$ cat config.mk
export PLATFORM = sky130hd
export DESIGN_NAME = sr_drive_sequencer
export DESIGN_NICKNAME = d
export VERILOG_FILES = /design/src/rtl/sr_drive_pkg.sv /design/src/rtl/sr_req_fifo.sv /design/src/rtl/sr_drive_sequencer.sv
export SDC_FILE = /design/constraint.sdc
export NUM_CORES = 1
export LEC_CHECK = 0
export ABC_AREA = 1
export BUFFER_PORTS_ARGS = -buffer_cell sky130_fd_sc_hd__clkbuf_2
export CAP_MARGIN = 20
export CORE_AREA = 4 4 59 61
export CTS_BUF_LIST = sky130_fd_sc_hd__clkbuf_4 sky130_fd_sc_hd__clkbuf_8 sky130_fd_sc_hd__clkbuf_16
export DETAILED_ROUTE_END_ITERATION = 8
export DIE_AREA = 0 0 63 65
export PLACE_DENSITY = 0.6
export SYNTH_ARGS = -nofsm -noshare
export SYNTH_HDL_FRONTEND = slang
export SYNTH_SLANG_ARGS = --single-unit
$ cat constraint.sdc
create_clock -name clk -period 2.4 [get_ports clk]
set_clock_uncertainty 0.2 [all_clocks]
set_input_delay 0.12 -clock clk [delete_from_list [all_inputs] [get_ports clk]]
set_output_delay 0.12 -clock clk [all_outputs]
set_load 0.005 [all_outputs]
$ cat src/rtl/sr_drive_pkg.sv
// Shared types for the SR excitation sequencer: FSM states, queued request
// format and the pulse/gap counter sizing rule.
package sr_drive_pkg;

    typedef enum logic [1:0] {
        IDLE  = 2'd0,
        PULSE = 2'd1,
        GAP   = 2'd2
    } state_e;

    // "force" is a reserved word, hence force_en.
    typedef struct packed {
        logic val;
        logic force_en;
    } req_t;

    function automatic int cnt_width(input int pulse_cycles, input int gap_cycles);
        int longest;
        longest = (pulse_cycles > gap_cycles) ? pulse_cycles : gap_cycles;
        return $clog2(longest) + 1;
    endfunction

endpackage

$ cat src/rtl/sr_req_fifo.sv
// Small synchronous request FIFO; pointers carry one extra wrap bit so that
// full and empty are distinguishable without a separate occupancy counter.
module sr_req_fifo
    import sr_drive_pkg::*;
#(
    parameter int FIFO_DEPTH = 4
) (
    input  logic clk,
    input  logic rst_n,
    input  logic push,
    input  logic pop,
    input  req_t din,
    output req_t dout,
    output logic full,
    output logic empty
);

    localparam int AW = $clog2(FIFO_DEPTH);
    localparam int PW = AW + 1;

    logic [PW-1:0] wr_ptr_q, rd_ptr_q;
    req_t          mem_q [FIFO_DEPTH];
    logic          push_en, pop_en;

    assign full    = (wr_ptr_q[AW] != rd_ptr_q[AW]) &&
                     (wr_ptr_q[AW-1:0] == rd_ptr_q[AW-1:0]);
    assign empty   = (wr_ptr_q == rd_ptr_q);
    assign push_en = push && !full;
    assign pop_en  = pop && !empty;
    assign dout    = mem_q[rd_ptr_q[AW-1:0]];

    always_ff @(posedge clk or negedge rst_n) begin
        if (!rst_n) begin
            wr_ptr_q <= '0;
            rd_ptr_q <= '0;
        end else begin
            if (push_en) wr_ptr_q <= wr_ptr_q + PW'(1);
            if (pop_en)  rd_ptr_q <= rd_ptr_q + PW'(1);
        end
    end

    // Storage needs no reset: entries are only read once written.
    always_ff @(posedge clk) begin
        if (push_en) mem_q[wr_ptr_q[AW-1:0]] <= din;
    end

endmodule

$ cat src/rtl/sr_drive_sequencer.sv
// Drives the s/r excitation pins of an SR storage element from queued
// target-value requests, tracking a shadow state and checking q feedback.
module sr_drive_sequencer
    import sr_drive_pkg::*;
#(
    parameter int PULSE_CYCLES = 1,
    parameter int GAP_CYCLES   = 1,
    parameter int FIFO_DEPTH   = 4
) (
    input  logic clk,
    input  logic rst_n,
    input  logic req_valid,
    output logic req_ready,
    input  logic req_val,
    input  logic req_force,
    output logic s,
    output logic r,
    input  logic q_fb,
    output logic q_shadow,
    output logic busy,
    output logic err,
    input  logic err_clr
);

    localparam int            CW         = cnt_width(PULSE_CYCLES, GAP_CYCLES);
    localparam logic [CW-1:0] PULSE_LAST = CW'(PULSE_CYCLES - 1);
    localparam logic [CW-1:0] GAP_LAST   = CW'(GAP_CYCLES - 1);

    state_e        state_q, state_d;
    logic [CW-1:0] cnt_q, cnt_d;
    logic          s_q, s_d, r_q, r_d;
    logic          shadow_q, shadow_d;
    logic          val_q, val_d;
    logic          err_q, err_d;

    logic fifo_push, fifo_pop, fifo_full, fifo_empty;
    req_t push_req, head;

    assign push_req  = '{val: req_val, force_en: req_force};
    assign fifo_push = req_valid && req_ready;
    assign req_ready = !fifo_full;

    sr_req_fifo #(.FIFO_DEPTH(FIFO_DEPTH)) u_fifo (
        .clk   (clk),
        .rst_n (rst_n),
        .push  (fifo_push),
        .pop   (fifo_pop),
        .din   (push_req),
        .dout  (head),
        .full  (fifo_full),
        .empty (fifo_empty)
    );

    always_ff @(posedge clk or negedge rst_n) begin
        if (!rst_n) begin
            state_q  <= IDLE;
            cnt_q    <= '0;
            s_q      <= 1'b0;
            r_q      <= 1'b0;
            shadow_q <= 1'b0;
            val_q    <= 1'b0;
            err_q    <= 1'b0;
        end else begin
            state_q  <= state_d;
            cnt_q    <= cnt_d;
            s_q      <= s_d;
            r_q      <= r_d;
            shadow_q <= shadow_d;
            val_q    <= val_d;
            err_q    <= err_d;
        end
    end

    always_comb begin
        state_d  = state_q;
        cnt_d    = cnt_q;
        s_d      = s_q;
        r_d      = r_q;
        shadow_d = shadow_q;
        val_d    = val_q;
        err_d    = err_clr ? 1'b0 : err_q;
        fifo_pop = 1'b0;

        case (state_q)
            IDLE: begin
                if (!fifo_empty) begin
                    fifo_pop = 1'b1;
                    // Requests that would not change the element are dropped.
                    if (head.force_en || (head.val != shadow_q)) begin
                        state_d = PULSE;
                        cnt_d   = '0;
                        val_d   = head.val;
                        s_d     = head.val;
                        r_d     = !head.val;
                    end
                end
            end
            PULSE: begin
                if (cnt_q == PULSE_LAST) begin
                    state_d  = GAP;
                    cnt_d    = '0;
                    s_d      = 1'b0;
                    r_d      = 1'b0;
                    shadow_d = val_q;
                end else begin
                    cnt_d = cnt_q + CW'(1);
                end
            end
            GAP: begin
                if (cnt_q == GAP_LAST) begin
                    state_d = IDLE;
                    cnt_d   = '0;
                    // A new mismatch overrides a same-cycle clear.
                    if (q_fb != shadow_q) err_d = 1'b1;
                end else begin
                    cnt_d = cnt_q + CW'(1);
                end
            end
            default: begin
                state_d = IDLE;
                s_d     = 1'b0;
                r_d     = 1'b0;
            end
        endcase
    end

    assign s        = s_q;
    assign r        = r_q;
    assign q_shadow = shadow_q;
    assign err      = err_q;
    assign busy     = (state_q != IDLE) || !fifo_empty;

endmodule

==> results.toml <==
[outcome]
run_status = "finished clean"

[timing]
slew_viol_final = 0
fmax_mhz = 571
fin_crit_sh = 0.729
max_slew.worst_pin.slew_ns = 0.354
setup_tns_ns = 0
setup_viol = 0
slew_headroom = 0.764
hold_viol = 0
min_period_ns = 1.75
rsz0062_at_grt = "false"

[cts]
cts_resized = 0
cts_tree = "built"
ctsRootBufferMaster = "clkbuf_4"
cts.sinks = 21
cts_buffer_depth = 2
cts-buffers-inserted = 3
clk_pin_slew_ns = 0.11
hold_buffers = 6
cts_setup_buffers = 0
htreeDepth = 1
clk_latency_ns = 0.30

[pwr]
power.density_nw_per_um2 = 1310
power.internal_uw = 912
switching_power_uw = 660
p_sw_frac = 0.420
p_seq_frac = 0.409
peakVddDrop_mv = 0.462
clkPwrFrac = 0.113
power.static_leakage_uw = 0.000580
combPwrFrac = 0.478

[worst_hold_path]
min_path_type = "input pin to async pin"

[logic_synthesis]
synth_area_leaders = "dfrtp_1, edfxtp_1, nand2_1"
syn_nets = 111
yosysMostFrequentCell = "nand2_1"
synth-edff-count = 8
syn_area_um2 = 1010
ys_top_cells_by_count = "nand2_1, dfrtp_1, inv_1"
synthArstFlopShare = 0.619
ys_types = 20
synth_top_area_frac = 0.322
synthFlopType = "dfrtp_1"
ys_seq_area_frac = 0.560
netlist_instances = 99
synth-seq-cells = 21
postSynthAreaPerCell_um2 = 10.2
synth_area_leader_cell = "dfrtp_1"
yosysWarnings = 0

[placement]
dpl.hpwl_um = 1300
io_buffers = 12
gp_congestion = 0.841
postPlaceCellArea_um2 = 1110

[die]
rows = 20
die_area_um2 = 4100
start_util = 0.339
die_w_um = 63
die_h_um = 65
fp.coreArea_um2 = 2980
io-pin-count = 13

[cells_and_area]
drive_gt1_frac = 0.207
final_area_um2 = 1200
diodes = 0
synthToLayoutAreaGrowth_pct = 19.0
fin_nets = 134

[route]
drc_errors = 0
via_count = 698
via_per_inst = 4.53
totalWireLength_um = 1710
ant_nets = 0
drt-met1-wl_um = 767
post_drt_wl_per_cell_um = 11.1
drt_iter0_drc = 15
wl_met2_um = 840
firstDrtPassIters = 4
wl_met3_um = 92
maxUsedRoutingLayer = "met4"

[grt]
grt_util_all_layers = 0.0891
gr-total-overflow = 0
grt_pass1_vias = 644
grt_max_degree = 14
antenna_found_initial = 0
grt_pass1_wl_um = 2790

[setup_path]
end_kind = "output pin"
worstSetupStartpointType = "flop"
cp_max_fo = 7
worstReg2RegEnd = "u_fifo.mem_q[2][1]$_DFFE_PP_"
required_ns = 2.08
reg2reg_slack_ns = 0.76
worstSetupPathType = "flop to output pin"
rr_worst_depth = 5
rr_startpoint = "u_fifo.rd_ptr_q[0]$_DFFE_PN0P_"
cp.arrival_ns = 1.43

[run]
drv_cap = 0
## cells in the final DEF (no fill, tap or decap), types with 2 or more instances in the layout
cell type	Yosys	final
nand2_4	2	2
clkbuf_2	0	12
xnor2_1	2	2
dlygate4sd3_1	0	6
nand2_1	24	24
edfxtp_1	8	8
o21ai_0	4	4
inv_1	12	12
a21oi_1	2	2
clkbuf_4	0	4
dfrtp_1	13	13
nand3_1	7	7
ha_1	5	5
xor2_2	2	2
nor2_1	7	7
nand3b_1	2	2
xor2_1	3	3
## worst max-delay path by stage
stage | start | to | slack [ns] | depth (start not counted)
after global placement | u_fifo.rd_ptr_q[0]$_DFFE_PN0P_ | u_fifo.mem_q[2][0]$_DFFE_PP_ | 0.83 | 5
after detailed placement | u_fifo.rd_ptr_q[0]$_DFFE_PN0P_ | u_fifo.mem_q[2][1]$_DFFE_PP_ | 0.77 | 5
after CTS | u_fifo.rd_ptr_q[0]$_DFFE_PN0P_ | busy | 0.64 | 4
after global routing | u_fifo.rd_ptr_q[0]$_DFFE_PN0P_ | busy | 0.56 | 4
after floorplan | u_fifo.rd_ptr_q[0]$_DFFE_PN0P_ | u_fifo.mem_q[0][0]$_DFFE_PP_ | 0.87 | 5
final | u_fifo.rd_ptr_q[0]$_DFFE_PN0P_ | busy | 0.65 | 4
## sequential cells by signal, summed over array words and instances, names as in the netlist
| signal | cells |
|---|---|
| err | 1 |
| q_shadow | 1 |
| r | 1 |
| s | 1 |
| state_q | 2 |
| u_fifo.mem_q | 8 |
| u_fifo.rd_ptr_q | 3 |
| u_fifo.wr_ptr_q | 3 |
| val_q | 1 |
## cell families (layout without fill, tap and decap cells)
logic type / after synthesis / count (layout) / share of synthesized area
AOI/OAI and AO/OA: 6 / 6 / 0.0297
xor gates and xnor gates: 7 / 7 / 0.0756
adders and majority gates: 5 / 5 / 0.0620
buffers and inverters: 14 / 36 / 0.0533
DFF: 21 / 21 / 0.560
and+or+nand+nor: 46 / 46 / 0.219
## power by group through the flow
| stage | registers, uW | clock network [uW] | logic (uW) |
|---|---|---|---|
| after global placement | 646 | 0 | 732 |
| after global routing | 661 | 201 | 855 |
| after CTS | 643 | 183 | 766 |
| after detailed placement | 650 | 0 | 743 |
| after floorplan | 628 | 0 | 578 |
| final | 643 | 177 | 751 |
## layer usage
metal,vias to the layer above,GRT usage
li1,353,-
met1,329,0.0888
met2,14,0.166
met3,2,0.0399
met4,0,0.0248
met5,-,0
## cell type report
cell class | instances | area [um^2]
inverter | 14 | 53.8
tap | 33 | 41.3
sequential | 21 | 566
clock buffer | 4 | 30.0
timing repair buffer | 18 | 120
multi-input combinational | 64 | 390
fill | 295 | 1780
## per-stage QoR
step,hold slack [ns],setup slack [ns],utilization,std cells,power [uW]
after floorplan,-0.376,0.870,-,99,1210
after global placement,-0.163,0.834,0.373,144,1380
after detailed placement,-0.154,0.771,0.373,144,1390
after CTS,0.0540,0.640,0.403,154,1590
after global routing,0.0595,0.564,0.403,154,1720
final,0.0594,0.650,0.403,154,1570
## critical path, stage by stage (launching register included)
cell,delay (ns)
dfrtp_1,0.48
xnor2_1,0.21
and2_4,0.19
nand3b_1,0.11
clkbuf_2,0.14
(Power assumes the default switching activity.)
